--- src/rtl/serial_adder_pkg.sv ---
// Shared FSM encoding and the half-adder primitive used by the serial add path.
package serial_adder_pkg;

   typedef logic [1:0] state_t;

   localparam state_t S_IDLE = 2'd0;
   localparam state_t S_RUN  = 2'd1;
   localparam state_t S_DONE = 2'd2;

   // Returns {carry, sum} of a single half adder.
   function automatic logic [1:0] half_add(input logic a, input logic b);
      return {a & b, a ^ b};
   endfunction

endpackage

--- src/rtl/serial_adder_full_adder.sv ---
// One-bit full adder cell: two half adders with the carries ORed, same shape
// as the subtractor cell it sits beside.
module serial_adder_full_adder
   import serial_adder_pkg::*;
(
   input  logic in_a,
   input  logic in_b,
   input  logic carry_in,
   output logic sum,
   output logic carry_out
);

   logic [1:0] ha0_s;
   logic [1:0] ha1_s;

   assign ha0_s     = half_add(in_a, in_b);
   assign ha1_s     = half_add(ha0_s[0], carry_in);
   assign sum       = ha1_s[0];
   assign carry_out = ha0_s[1] | ha1_s[1];

endmodule

--- src/rtl/serial_adder.sv ---
// Bit-serial WIDTH-bit adder: operands latched on start, one bit per cycle LSB
// first through a single full-adder cell, result presented with a done pulse.
module serial_adder
   import serial_adder_pkg::*;
#(
   parameter int WIDTH = 8
) (
   input  logic             clk_i,
   input  logic             rst_i,
   input  logic             start_i,
   input  logic [WIDTH-1:0] a_i,
   input  logic [WIDTH-1:0] b_i,
   input  logic             cin_i,
   output logic             busy_o,
   output logic             done_o,
   output logic [WIDTH-1:0] sum_o,
   output logic             cout_o
);

   localparam int CNT_W = $clog2(WIDTH);
   localparam logic [CNT_W-1:0] LAST_CNT = CNT_W'(WIDTH - 1);

   state_t           state_r;
   state_t           state_next_s;
   logic             busy_next_s;
   logic             done_next_s;
   logic             busy_r;
   logic             done_r;

   logic [WIDTH-1:0] sh_a_r;
   logic [WIDTH-1:0] sh_b_r;
   logic [WIDTH-1:0] sh_r_r;
   logic             carry_r;
   logic [CNT_W-1:0] cnt_r;
   logic [WIDTH-1:0] sum_r;
   logic             cout_r;

   logic             accept_s;
   logic             last_s;
   logic             fa_sum_s;
   logic             fa_cout_s;

   assign accept_s = (state_r == S_IDLE) && start_i;
   assign last_s   = (state_r == S_RUN) && (cnt_r == LAST_CNT);

   serial_adder_full_adder u_fa (
      .in_a      (sh_a_r[0]),
      .in_b      (sh_b_r[0]),
      .carry_in  (carry_r),
      .sum       (fa_sum_s),
      .carry_out (fa_cout_s)
   );

   // FSM state register
   always_ff @(posedge clk_i or negedge rst_i) begin
      if (!rst_i) begin
         state_r <= S_IDLE;
      end else begin
         state_r <= state_next_s;
      end
   end

   // FSM next-state logic; the unused encoding falls back to IDLE
   always_comb begin
      state_next_s = S_IDLE;
      case (state_r)
         S_IDLE: begin
            if (start_i) begin
               state_next_s = S_RUN;
            end else begin
               state_next_s = S_IDLE;
            end
         end
         S_RUN: begin
            if (cnt_r == LAST_CNT) begin
               state_next_s = S_DONE;
            end else begin
               state_next_s = S_RUN;
            end
         end
         S_DONE:  state_next_s = S_IDLE;
         default: state_next_s = S_IDLE;
      endcase
   end

   // FSM output decode from the upcoming state so the flags can be registered
   always_comb begin
      busy_next_s = 1'b0;
      done_next_s = 1'b0;
      case (state_next_s)
         S_RUN: begin
            busy_next_s = 1'b1;
            done_next_s = 1'b0;
         end
         S_DONE: begin
            busy_next_s = 1'b1;
            done_next_s = 1'b1;
         end
         default: begin
            busy_next_s = 1'b0;
            done_next_s = 1'b0;
         end
      endcase
   end

   // Registered status flags
   always_ff @(posedge clk_i or negedge rst_i) begin
      if (!rst_i) begin
         busy_r <= 1'b0;
         done_r <= 1'b0;
      end else begin
         busy_r <= busy_next_s;
         done_r <= done_next_s;
      end
   end

   // Operand/result shift registers, carry flip-flop and bit counter
   always_ff @(posedge clk_i or negedge rst_i) begin
      if (!rst_i) begin
         sh_a_r  <= {WIDTH{1'b0}};
         sh_b_r  <= {WIDTH{1'b0}};
         sh_r_r  <= {WIDTH{1'b0}};
         carry_r <= 1'b0;
         cnt_r   <= {CNT_W{1'b0}};
      end else if (accept_s) begin
         sh_a_r  <= a_i;
         sh_b_r  <= b_i;
         sh_r_r  <= {WIDTH{1'b0}};
         carry_r <= cin_i;
         cnt_r   <= {CNT_W{1'b0}};
      end else if (state_r == S_RUN) begin
         sh_a_r  <= {1'b0, sh_a_r[WIDTH-1:1]};
         sh_b_r  <= {1'b0, sh_b_r[WIDTH-1:1]};
         sh_r_r  <= {fa_sum_s, sh_r_r[WIDTH-1:1]};
         carry_r <= fa_cout_s;
         // Hold at the last index instead of wrapping when WIDTH is a power of two
         if (last_s) begin
            cnt_r <= cnt_r;
         end else begin
            cnt_r <= cnt_r + CNT_W'(1);
         end
      end
   end

   // Result registers: updated only on the final bit, held otherwise
   always_ff @(posedge clk_i or negedge rst_i) begin
      if (!rst_i) begin
         sum_r  <= {WIDTH{1'b0}};
         cout_r <= 1'b0;
      end else if (last_s) begin
         sum_r  <= {fa_sum_s, sh_r_r[WIDTH-1:1]};
         cout_r <= fa_cout_s;
      end
   end

   assign busy_o = busy_r;
   assign done_o = done_r;
   assign sum_o  = sum_r;
   assign cout_o = cout_r;

endmodule

--- config.mk ---
export PLATFORM = sky130hd
export DESIGN_NAME = serial_adder
export DESIGN_NICKNAME = d
export VERILOG_FILES = /design/src/rtl/serial_adder_pkg.sv /design/src/rtl/serial_adder_full_adder.sv /design/src/rtl/serial_adder.sv
export SDC_FILE = /design/constraint.sdc
export NUM_CORES = 1
export LEC_CHECK = 0
export ABC_AREA = 1
export BUFFER_PORTS_ARGS = -buffer_cell sky130_fd_sc_hd__buf_2
export CAP_MARGIN = 15
export CORE_MARGIN = 3
export CORE_UTILIZATION = 50
export DETAILED_ROUTE_END_ITERATION = 6
export PLACE_DENSITY_LB_ADDON = 0.08
export SLEW_MARGIN = 15
export SYNTH_ARGS = -nofsm -noshare
export SYNTH_HDL_FRONTEND = slang
export SYNTH_HIERARCHICAL = 1
export SYNTH_SLANG_ARGS = --single-unit
--- constraint.sdc ---
create_clock -name clk_i -period 1.7 [get_ports clk_i]
set_clock_uncertainty 0.15 [all_clocks]
set_input_delay 0.255 -clock clk_i [delete_from_list [all_inputs] [get_ports clk_i]]
set_output_delay 0.255 -clock clk_i [all_outputs]
set_load 0.02 [all_outputs]
==> metrics.cfg <==
[run_status]
outcome = complete, no violations

[drt]
wl_per_cell_um = 12.5
ant_nets = 0
firstDrtPassIters = 4
highest_layer = met4
post_drt_via_cell_ratio = 4.94
drt_wl_total_mm = 3.66
wl_met1_mm = 1.58
met2_length_mm = 1.92
num_vias = 1447
wl_met3_um = 140
drc = 0
drt_iter0_drc = 80

[worst_setup_path]
worst-path-stages = 8
path_max_fanout = 3
critPathLaunchType = flop
critical-path-max-stage-delay_ns = 0.40
r2r_setup_slack_ns = 0.1
cp_slowest_cell = dfrtp_1
end_kind = flop
crit_type = reg2reg
r2r_cells = 8
cp_common_cell = inv_1
path_cells = ha_2 > ha_4 > inv_1 > nand3_1 > nand2_1 > inv_1 > ha_1 > inv_1
worstReg2RegStart = cnt_r[0]$_DFFE_PN0P_
worstSetupEndpoint = busy_o$_DFF_PN0_
path_delay_family = adder cells
cp.buffers_inverters = 3
worstPathArrival_ns = 1.63
worstReg2RegEnd = busy_o$_DFF_PN0_
critical_path_required_ns = 1.73
cp-startpoint = cnt_r[0]$_DFFE_PN0P_

[sta]
finalSetupTns_ns = 0
worstMarginPinSlew_ns = 0.498
fin_hold_ws_ns = 0.0461
finalHoldViolations = 0
clock.fmax_mhz = 625
finalMaxSlewViolations = 0
setup_viol = 0
min_period_over_period = 0.941
max_slew_margin = 0.668
fin_crit_ns = 1.60
rsz0062_at_grt = no

[clock_network]
tritoncts = built
post_cts_buffers = 0
root_buffer = clkbuf_8
cts_buffer_depth = 2
clk_latency_ns = 0.29
cts-buffers-inserted = 5
clk_pin_slew_ns = 0.08
cts_sinks = 40
htree_levels = 2

[yosys]
yosys-top-cells-area = dfrtp_1, nand2_1, nand3_1
yosys.area.top_type = dfrtp_1
seq_area_frac_synth = 0.534
syn-num-nets = 232
syn_area_per_cell_um2 = 9.01
ys_ff_latch = 40
synthDominantCellAreaShare = 0.534
yosysWarnings = 6
syn-instance-count = 208
synth_cell_types = 19
netlist_area_um2 = 1870

[power_and_ir_drop]
power_frac_comb = 0.377
p_sw_w = 0.00160
totalPowerFinal_w = 0.00433
p_leak_nw = 1.22
worst_ir_drop_vdd_mv = 0.841
sw_frac_of_total = 0.369
p_seq_frac = 0.376
p_per_area_nw_per_um2 = 1900
pwr-share-clk = 0.247
p_int_w = 0.00274

[layout]
area_growth_syn_to_layout_pct = 21.4
drive_above_1_share = 0.259
diodes = 0
nets = 270

[run]
max_cap_viol_count = 0

[global_routing]
grt_pass1_wl_mm = 6.40
grt_antenna_before_repair = 0
groute.usage.overall = 0.185
grt_max_degree = 22
grt_pass1_vias = 1450
grt-ovfl-total = 0

[worst_hold_path]
holdCritStartpoint = b_i[7]
holdCritPathClass = in2reg

[floorplanning]
core_um2 = 3470
die_area_um2 = 4520
row_count = 21
start_util = 0.540
die_height_um = 67.2
chipWidth_um = 67.2
io_pins = 31

[placement]
hpwlAfterDp_mm = 2.57
gp_congestion = 0.768
portBuffers = 30

-- flip-flops by register name, summed over array words and instances (netlist names) --
| register | cells |
|---|---|
| sh_r_r | 7 |
| cnt_r | 3 |
| sh_a_r | 8 |
| carry_r | 1 |
| sum_o | 8 |
| state_r | 2 |
| busy_o | 1 |
| done_o | 1 |
| cout_o | 1 |
| sh_b_r | 8 |
-- power groups by stage --
stage | registers (W) | logic, W | clock network [W]
6_report | 0.00163 | 0.00163 | 0.00107
5_1_grt | 0.00168 | 0.00191 | 0.00113
4_1_cts | 0.00162 | 0.00164 | 0.00109
3_5_place_dp | 0.00164 | 0.00162 | 0
3_3_place_gp | 0.00162 | 0.00157 | 0
2_1_floorplan | 0.00173 | 0.00110 | 0
-- metal layers --
layer | GRT usage | vias up
li1 | - | 736
met1 | 0.230 | 682
met2 | 0.319 | 27
met3 | 0.0416 | 2
met4 | 0.0608 | 0
met5 | 0 | -
-- worst min-delay path, cell delays in order --
cell and delay (ns):
buf_2 0.07, nand3_1 0.06, nand2_1 0.06
-- per-stage QoR --
step | cell area [um^2] | cells | setup slack [ns] | util
floorplan | 1870 | 208 | 0.0753 | -
global placement | 2090 | 284 | 0.0954 | 0.603
detailed placement | 2090 | 284 | 0.0319 | 0.603
CTS | 2260 | 293 | 0.0160 | 0.652
global route | 2280 | 293 | 0.0161 | 0.656
finish | 2280 | 293 | 0.0996 | 0.656
-- logic make-up after synthesis --
| group | count (synthesis) | share of synthesized area |
|---|---|---|
| DFF | 40 | 0.534 |
| and+or+nand+nor | 125 | 0.306 |
| buffers and inverters | 24 | 0.0694 |
| adders and majority gates | 4 | 0.0307 |
| AOI/OAI and AO/OA | 15 | 0.0601 |
-- repair_timing --
item,in CTS,in global routing
setup endpoints to repair,0,1
resized for setup,0,3
endpoints found under the hold margin,20,0
hold buffers,1,0
-- cell usage in the layout (no fill, tap or decap) --
cell	Yosys	layout
nand3b_1	11	11
ha_4	0	1
nand2_1	83	83
buf_12	0	1
nor2_4	2	2
nand3_1	26	26
ha_2	0	1
o21ai_0	5	5
nor2_1	1	1
bufinv_16	0	3
dlygate4sd3_1	0	1
inv_1	12	12
o21ai_4	1	1
fa_1	1	1
buf_4	4	9
o21ai_1	2	2
dfrtp_1	40	40
ha_1	3	1
inv_2	2	2
clkbuf_8	0	5
nand2_4	2	2
o21ai_2	7	7
buf_2	2	30
-- worst min path at each step --
stage                                 end  cells past startpoint
global route        sh_b_r[0]$_DFFE_PN0P_                      3
CTS                 sh_b_r[7]$_DFFE_PN0P_                      3
detailed placement   sum_o[1]$_DFFE_PN0P_                      1
floorplan                busy_o$_DFF_PN0_                      0
finish              sh_b_r[7]$_DFFE_PN0P_                      3
global placement     sum_o[1]$_DFFE_PN0P_                      1
-- cell type report --
type,instances,area [um^2]
multi-input cells,144,758
repair buffers,41,248
flip-flops and latches,40,1000
inverters,14,52.6
clock inverters,3,90.1
clock buffers,5,68.8
fillers,306,1190
well taps,46,57.6
-- Yosys cell counts (all sizes together) --
library cell,n
ha,3
nand3b,11
nand2,85
fa,1
dfrtp,40
nand3,26
o21ai,15
inv,14
buf,10
nor2,3
Power figures use the tool's default switching activity.
